### src/rtl/spart_pkg.sv
// Shared SPART definitions: receive FSM states, register addresses and
// status-bit positions. Used by both the receive and transmit halves.
package spart_pkg;

  typedef enum logic [2:0] {
    ST_IDLE,
    ST_START,
    ST_DATA,
    ST_PARITY,
    ST_STOP
  } spart_state_e;

  localparam logic [1:0] SPART_ADDR_BUF  = 2'b00;
  localparam logic [1:0] SPART_ADDR_STAT = 2'b01;

  localparam int STAT_RDA = 0;
  localparam int STAT_FE  = 1;
  localparam int STAT_OV  = 2;
  localparam int STAT_PE  = 3;

endpackage

### src/rtl/spart_sync2.sv
// Two-flop synchroniser for the asynchronous serial line; both flops reset
// to 1 so an idle (high) line is seen during and after reset.
module spart_sync2 (
  input  logic clk,
  input  logic rst,
  input  logic d,
  output logic q
);

  logic meta_q;
  logic sync_q;

  always_ff @(posedge clk or negedge rst) begin
    if (!rst) begin
      meta_q <= 1'b1;
      sync_q <= 1'b1;
    end else begin
      meta_q <= d;
      sync_q <= meta_q;
    end
  end

  assign q = sync_q;

endmodule

### src/rtl/spart_rx.sv
// SPART receiver: oversampled deserialiser with a one-byte buffer and status
// register. Define SPART_RX_PARITY_EN to add an even-parity bit after the data.
module spart_rx
  import spart_pkg::*;
#(
  parameter int OVERSAMPLE = 16,
  parameter int DATA_BITS  = 8
) (
  input  logic       clk,
  input  logic       rst,
  input  logic       brg_en,
  input  logic       rxd,
  input  logic       iocs,
  input  logic       iorw,
  input  logic [1:0] ioaddr,
  output logic [7:0] rd_data,
  output logic       rda,
  output logic       frame_err,
  output logic       overrun
);

  localparam logic [3:0] TICK_MID = 4'(OVERSAMPLE / 2 - 1);
  localparam logic [3:0] TICK_END = 4'(OVERSAMPLE - 1);
  localparam logic [3:0] BIT_LAST = 4'(DATA_BITS - 1);
  localparam int         ALIGN    = 8 - DATA_BITS;

  spart_state_e state_q, state_d;
  logic [3:0]   tick_q, tick_d;
  logic [3:0]   bit_q, bit_d;
  logic [7:0]   shreg_q, shreg_d;
  logic [7:0]   buf_q, buf_d;
  logic [7:0]   rd_data_q, rd_data_d;
  logic         rda_q, rda_d;
  logic         fe_q, fe_d;
  logic         ov_q, ov_d;
  logic         rxs;
  logic         stop_sample;
  logic         buf_rd;
  logic         stat_rd;
  logic         parity_err;
  logic [7:0]   status;

`ifdef SPART_RX_PARITY_EN
  logic par_q, par_d;
  logic pe_q, pe_d;
  logic pe_set;
  assign parity_err = pe_q;
`else
  assign parity_err = 1'b0;
`endif

  spart_sync2 u_sync (
    .clk (clk),
    .rst (rst),
    .d   (rxd),
    .q   (rxs)
  );

  // Data bits enter at the MSB and shift down, so after the last bit the
  // byte is LSB-first aligned once shifted by the unused width.
  always_comb begin
    state_d     = state_q;
    tick_d      = tick_q;
    bit_d       = bit_q;
    shreg_d     = shreg_q;
    stop_sample = 1'b0;
`ifdef SPART_RX_PARITY_EN
    par_d  = par_q;
    pe_set = 1'b0;
`endif
    case (state_q)
      ST_IDLE: begin
        if (!rxs) begin
          tick_d  = '0;
          bit_d   = '0;
          state_d = ST_START;
        end
      end
      ST_START: begin
        if (brg_en) begin
          if (tick_q == TICK_MID) begin
            tick_d = '0;
            if (rxs) begin
              state_d = ST_IDLE;
            end else begin
              bit_d   = '0;
              state_d = ST_DATA;
`ifdef SPART_RX_PARITY_EN
              par_d = 1'b0;
`endif
            end
          end else begin
            tick_d = tick_q + 4'd1;
          end
        end
      end
      ST_DATA: begin
        if (brg_en) begin
          if (tick_q == TICK_END) begin
            tick_d  = '0;
            shreg_d = {rxs, shreg_q[7:1]};
`ifdef SPART_RX_PARITY_EN
            par_d = par_q ^ rxs;
`endif
            if (bit_q == BIT_LAST) begin
`ifdef SPART_RX_PARITY_EN
              state_d = ST_PARITY;
`else
              state_d = ST_STOP;
`endif
            end else begin
              bit_d = bit_q + 4'd1;
            end
          end else begin
            tick_d = tick_q + 4'd1;
          end
        end
      end
`ifdef SPART_RX_PARITY_EN
      ST_PARITY: begin
        if (brg_en) begin
          if (tick_q == TICK_END) begin
            tick_d  = '0;
            pe_set  = par_q ^ rxs;
            state_d = ST_STOP;
          end else begin
            tick_d = tick_q + 4'd1;
          end
        end
      end
`endif
      ST_STOP: begin
        if (brg_en) begin
          if (tick_q == TICK_END) begin
            tick_d      = '0;
            stop_sample = 1'b1;
            state_d     = ST_IDLE;
          end else begin
            tick_d = tick_q + 4'd1;
          end
        end
      end
      default: state_d = ST_IDLE;
    endcase
  end

  assign buf_rd  = iocs && iorw && (ioaddr == SPART_ADDR_BUF);
  assign stat_rd = iocs && iorw && (ioaddr == SPART_ADDR_STAT);

  always_comb begin
    status           = '0;
    status[STAT_RDA] = rda_q;
    status[STAT_FE]  = fe_q;
    status[STAT_OV]  = ov_q;
    status[STAT_PE]  = parity_err;
  end

  // A load coinciding with a buffer read wins over the read's rda clear,
  // and the read itself consumed the old byte, so no overrun is flagged.
  always_comb begin
    buf_d     = buf_q;
    rd_data_d = rd_data_q;
    rda_d     = rda_q;
    fe_d      = fe_q;
    ov_d      = ov_q;
`ifdef SPART_RX_PARITY_EN
    pe_d = pe_q;
`endif
    if (buf_rd) begin
      rd_data_d = buf_q;
      rda_d     = 1'b0;
    end
    if (stat_rd) begin
      rd_data_d = status;
      fe_d      = 1'b0;
      ov_d      = 1'b0;
`ifdef SPART_RX_PARITY_EN
      pe_d = 1'b0;
`endif
    end
`ifdef SPART_RX_PARITY_EN
    if (pe_set) pe_d = 1'b1;
`endif
    if (stop_sample) begin
      if (!rxs) fe_d = 1'b1;
      if (!rda_q || buf_rd) begin
        buf_d = shreg_q >> ALIGN;
        rda_d = 1'b1;
      end else begin
        ov_d = 1'b1;
      end
    end
  end

  always_ff @(posedge clk or negedge rst) begin
    if (!rst) begin
      state_q   <= ST_IDLE;
      tick_q    <= '0;
      bit_q     <= '0;
      shreg_q   <= '0;
      buf_q     <= '0;
      rd_data_q <= '0;
      rda_q     <= 1'b0;
      fe_q      <= 1'b0;
      ov_q      <= 1'b0;
`ifdef SPART_RX_PARITY_EN
      par_q <= 1'b0;
      pe_q  <= 1'b0;
`endif
    end else begin
      state_q   <= state_d;
      tick_q    <= tick_d;
      bit_q     <= bit_d;
      shreg_q   <= shreg_d;
      buf_q     <= buf_d;
      rd_data_q <= rd_data_d;
      rda_q     <= rda_d;
      fe_q      <= fe_d;
      ov_q      <= ov_d;
`ifdef SPART_RX_PARITY_EN
      par_q <= par_d;
      pe_q  <= pe_d;
`endif
    end
  end

  assign rd_data   = rd_data_q;
  assign rda       = rda_q;
  assign frame_err = fe_q;
  assign overrun   = ov_q;

endmodule

### config.mk
export PLATFORM = sky130hd
export DESIGN_NAME = spart_rx
export DESIGN_NICKNAME = d
export VERILOG_FILES = /design/src/rtl/spart_pkg.sv /design/src/rtl/spart_sync2.sv /design/src/rtl/spart_rx.sv
export SDC_FILE = /design/constraint.sdc
export NUM_CORES = 1
export LEC_CHECK = 0
export CAP_MARGIN = 20
export CORE_MARGIN = 5
export CORE_UTILIZATION = 55
export CTS_CLUSTER_DIAMETER = 60
export DETAILED_ROUTE_END_ITERATION = 8
export GPL_ROUTABILITY_DRIVEN = 0
export MAX_ROUTING_LAYER = met4
export PLACE_DENSITY_LB_ADDON = 0.1
export SLEW_MARGIN = 25
export SYNTH_ARGS = -nofsm -noshare
export SYNTH_HDL_FRONTEND = slang
export SYNTH_SLANG_ARGS = --single-unit
### constraint.sdc
create_clock -name clk -period 2.5 [get_ports clk]
set_clock_uncertainty 0.2 [all_clocks]
set_input_delay 0.5 -clock clk [delete_from_list [all_inputs] [get_ports clk]]
set_output_delay 0.5 -clock clk [all_outputs]
set_load 0.01 [all_outputs]
# Word level (Yosys, flattened, before mapping)
# Cells that the tools add are included.
# W data, S select, Z words.
[totals]
inputBits = 8
wordCells = 83
register_bits = 40
[classes]
add_sub_neg = 2
n_reduce_logical = 16
n_eq_ne = 17
n_mux = 37
[op_table]
columns = ["op", "n"]
rows = [
  ["$mux W4", 11],
  ["$mux W3", 8],
  ["$pmux W4 S3", 2],
  ["$ne A2 B2 Y1 const B", 9],
  ["$mux W8", 2],
  ["$mux W1", 12],
  ["$pmux W3 S4", 1],
  ["$add A4 B1 Y4 const B", 2],
  ["$eq A4 B3 Y1 const B", 2],
  ["$reduce_and A8 Y1", 1],
  ["$reduce_and A6 Y1", 1],
  ["$reduce_bool A3 Y1", 2],
  ["$eq A4 B4 Y1 const B", 1],
  ["$reduce_and A4 Y1", 1],
  ["$eq A3 B1 Y1 const B", 1],
  ["$eq A3 B2 Y1 const B", 1],
  ["$eq A3 B3 Y1 const B", 1],
  ["$logic_and A1 B1 Y1", 3],
  ["$logic_not A3 Y1", 1],
  ["$reduce_and A3 Y1", 1],
  ["$eq A2 B1 Y1 const B", 1],
  ["$logic_not A2 Y1", 1],
  ["$mux W2", 1],
  ["$ne A2 B1 Y1 const B", 1],
  ["5 further kinds", 5],
]

# Longest topological paths before layout
[depth]
word_depth = 5
ltp_mapped = 7
depth_no_buf = 6

# By module
# A second synthesis with hierarchy kept.
[hier_totals]
hier_cells = 165
area_unflattened_um2 = 1853.0
[modules_own_cells]
columns = ["mod", "seq_area_each_um2", "area_per_inst_um2", "n_inst", "cells_per_inst"]
rows = [
  ["spart_rx", 950.9, 1800.5, 1, 163],
  ["spart_sync2", 52.6, 52.6, 1, 2],
]

# Worst setup path before layout
# Ideal clock, no wire load.
[synth_path]
path_type = "flip-flop to flip-flop"
from = "register bit_q[0]"
to = "register bit_q[3]"
t_arrival_ns = 1.827
setup_time_ns = 0.069
stages_incl_launch_ff = 7
slack_ns = 0.404
cell_sequence = "dfrtp_1 > ha_1 > and4b_4 > a2111oi_4 > nand3_2 > or4_1 > nand3_1"
[synth_between]
elab_chain_cells = 5
elab_cells_between_ends = 8
cone_classes = "add/sub: 1; eq/ne: 2; mux: 4; reduce/logical: 1"
[synth_lines]
columns = ["element", "line_no", "rtl"]
rows = [
  ["start: declaration", "spart_rx.sv:29", "logic [3:0] bit_q, bit_d;"],
  ["start signal: assignment", "spart_rx.sv:213", "bit_q <= bit_d;"],
  ["$add A4 B1 Y4", "spart_rx.sv:112", "bit_d = bit_q + 4'd1;"],
  ["$mux W4", "spart_rx.sv:105", "if (bit_q == BIT_LAST) begin"],
  ["$mux W4", "spart_rx.sv:99", "if (tick_q == TICK_END) begin"],
  ["$mux W4", "spart_rx.sv:98", "if (brg_en) begin"],
  ["$pmux W4 S3", "spart_rx.sv:71", "case (state_q)"],
]
# Parallel ways exist; a longest one is shown, timed or not. The select of a mux whose other input is x is not followed.
# A chain may end at the register's enable or synchronous reset.

# Final worst setup path
[layout_path]
from = "register state_q[1]"
to = "register bit_q[3]"
[layout_between]
elab_chain_cells = 3
elab_cells_between_ends = 11
cone_classes = "eq/ne: 7; mux: 1; reduce/logical: 3"
[layout_lines]
columns = ["element", "line_no", "rtl"]
rows = [
  ["start: declaration", "spart_rx.sv:27", "spart_state_e state_q, state_d;"],
  ["start signal: assignment", "spart_rx.sv:211", "state_q <= state_d;"],
  ["$eq A3 B2 Y1 (tied with other cells)", "spart_rx.sv:71", ""],
  ["$ne A2 B2 Y1 (no source line) or $reduce_bool A3 Y1 (tied branches)", "n/a", ""],
  ["$reduce_and A6 Y1 (no source line)", "n/a", ""],
]
# Parallel ways exist; a longest one is shown, timed or not.

==> results_dict.tcl <==
set metrics [dict create \
    fin_cells 242 \
    synthTopCellsByArea "dfrtp_1, mux2_2, nand2_1, o21ai_0, dfstp_2" \
    synth-async-reset-ratio_pct 100 \
    grt_usage_pct 17.8 \
    clkLatencyLatePin_ns 0.34 \
    crit_path_start_kind "flip-flop" \
    crit_path_top_delay_cell "dfrtp_1" \
    nFillCells 265 \
    layout_common_cells "dfrtp_1, nand2_1, mux2_2, clkdlybuf4s50_1, o21ai_0" \
    max_freq_mhz 450 \
    syn_inst 170 \
    worstPathRequired_ns 2.59 \
    rr_startpoint "state_q[1]$_DFFE_PN0P_" \
    num_antenna_cells 0 \
    slowest_delay_ns 0.61 \
    reg2regPathDepth 5 \
    cts_sinks 40 \
    fin_hold_ws_ns 0.165 \
    maxSlewViolCount 0 \
    slew_headroom_pct 60.3 \
    place_inst 233 \
    synth_fp_nets 180 \
    viasPerCell 5.64 \
    drv_cap 0 \
    leakage_nw 0.978 \
    pre_cts_ws_ns 0.0579 \
    ys.flop_type "dfrtp_1" \
    setup_viol 0 \
    dr.first_iter.drc_count 120 \
    hp-class "reg -> reg" \
    antenna_found_initial 0 \
    postSynthAreaPerCell_um2 11.0 \
    path_cells "and4b_4 > a2111oi_4 > nand3_2 > or4_1 > nand3_1" \
    fp-row-count 21 \
    postCtsResizedCells 0 \
    synth_top_area_share_pct 50.9 \
    ios 19 \
    die_w_um 68.3 \
    areaGrowthSynthToFinish_pct 16.2 \
    clkTransAtPathRegs_ns 0.11 \
    worstReg2RegEnd "bit_q[3]$_DFFE_PN0P_" \
    ant_nets 0 \
    htree_num_levels 2 \
    peakVddDrop_v 0.000592 \
    critPathArrivalTime_ns 2.31 \
    first_pass_iters 4 \
    rrSetupSlack_ns 0.28 \
    tns_ns 0 \
    finalHoldViolCount 0 \
    wl_um 3530 \
    dpl-instance-area_um2 2110 \
    fin_util_pct 65.6 \
    rsz0062_at_grt "false" \
    grt_overflow 0 \
    layout.nets 205 \
    grt_max_degree 41 \
    worst_pin_slew_ns 0.595 \
    fin_area_um2 2170 \
    cts_buffers 5 \
    initial_core_util_pct 56.5 \
    post-route-min-period_ns 2.22 \
    hold_end "u_sync.q$_DFF_PN1_" \
    grt_pass1_vias 1209 \
    final_common_cell "dfrtp_1" \
    end_kind "flip-flop" \
    synth_edf_count 0 \
    grt_pass1_wl_um 5970 \
    port-buffer-count 18 \
    cts_tree "yes" \
    drive_gt1_share_pct 20.9 \
    wl_per_cell_um 14.6 \
    chipHeight_um 68.3 \
    dp_hpwl_um 2520 \
    root_buffer "clkbuf_4" \
    synth_area_leader_cell "dfrtp_1" \
    outcome "complete, no violations" \
    min_path_cells 0 \
    synth_seq_area_share_pct 53.7 \
    finalPower_mw 1.64 \
    fin_crit_sh_pct 88.8 \
    ys_warn_count 0 \
    cts_max_path_buffers 2 \
    drc 0 \
    core-area_um2 3310 \
    via_count 1364 \
    pwr_density_cell_nw_per_um2 756 \
    synth.cell_area_um2 1870 \
    setup_ws_ns 0.279 \
    crit_type "reg -> reg" \
    yosysUniqueCellTypes 43 \
    critPathMaxFanout 18 \
    hp-start "u_sync.meta_q$_DFF_PN1_" \
    dieArea_um2 4660 \
    ys_ff_latch 40 \
]
## layer usage
layer	share of wire (%)	track usage, %	up-vias
li1	-	-	653
met1	48	25.1	673
met2	45	25.2	34
met3	5.6	5.42	4
met4	0.88	4.47	0
met5	0	-	-
## timing repair
item	4_1_cts	5_1_grt
buffers inserted	0	0
hold endpoints to repair	12	0
endpoints found under the setup margin	0	0
hold buffers	1	0
## cells in the mapped netlist, types with 2 or more instances
cell type / instances
dfrtp_1: 38
nand2_1: 23
mux2_2: 17
o21ai_0: 14
nor2_1: 11
a21oi_1: 5
clkbuf_1: 4
nand2b_1: 4
nand3_1: 4
inv_1: 3
mux2i_1: 3
nor2b_1: 3
nor3_1: 3
o21a_1: 3
or2_2: 3
dfstp_2: 2
ha_1: 2
nor2_2: 2
o21ai_1: 2
## logic make-up (layout without fill, tap and decap cells)
family                     after synthesis  in the layout  synth area share, %
adders and majority gates                2              2                 1.34
xor gates and xnor gates                 1              1                0.469
AOI/OAI and AO/OA                       36             36                 13.7
buffers and inverters                    9             35                 2.28
DFF                                     40             40                 53.7
and+or+nand+nor                         62             62                 16.7
muxes                                   20             20                 11.8
## final cells by class
class                   instances  area [um2]  area share [%]
multi-input cells             121         823            37.9
repair buffers                 24         223            10.3
clock buffers                   6        41.3            1.90
inverters                       3        11.3           0.518
clock inverters                 2        12.5           0.576
well taps                      46        57.6            2.65
flip-flops and latches         40        1000            46.2
## worst max-delay path by stage
stage	start	end	cells after the start
after detailed placement	brg_en	bit_q[3]$_DFFE_PN0P_	6
after global placement	brg_en	bit_q[3]$_DFFE_PN0P_	6
final	state_q[1]$_DFFE_PN0P_	bit_q[3]$_DFFE_PN0P_	5
after floorplan	bit_q[0]$_DFFE_PN0P_	bit_q[3]$_DFFE_PN0P_	6
after CTS	state_q[1]$_DFFE_PN0P_	bit_q[3]$_DFFE_PN0P_	5
after global routing	tick_q[0]$_DFFE_PN0P_	shreg_q[3]$_DFFE_PN0P_	5
## state kept, by name, indices dropped and copies added, names as in the netlist
signal         flops
buf_q              8
rd_data            8
shreg_q            8
bit_q              4
tick_q             4
state_q            3
frame_err          1
overrun            1
rda                1
u_sync.meta_q      1
u_sync.q           1
## critical path, delay by kind of cell, from the launching register on
family	cells	cell delay, ns
flip-flops	1	0.61
AO/OA/AOI/OAI	1	0.33
AND/OR/NAND/NOR	4	1.01
## power breakdown
group          switching (mW)  total [mW]  internal (mW)
combinational           0.253       0.481          0.228
clock                   0.203       0.312          0.109
sequential              0.128       0.848          0.720
total                   0.584        1.64           1.06
(Power assumes the default switching activity.)
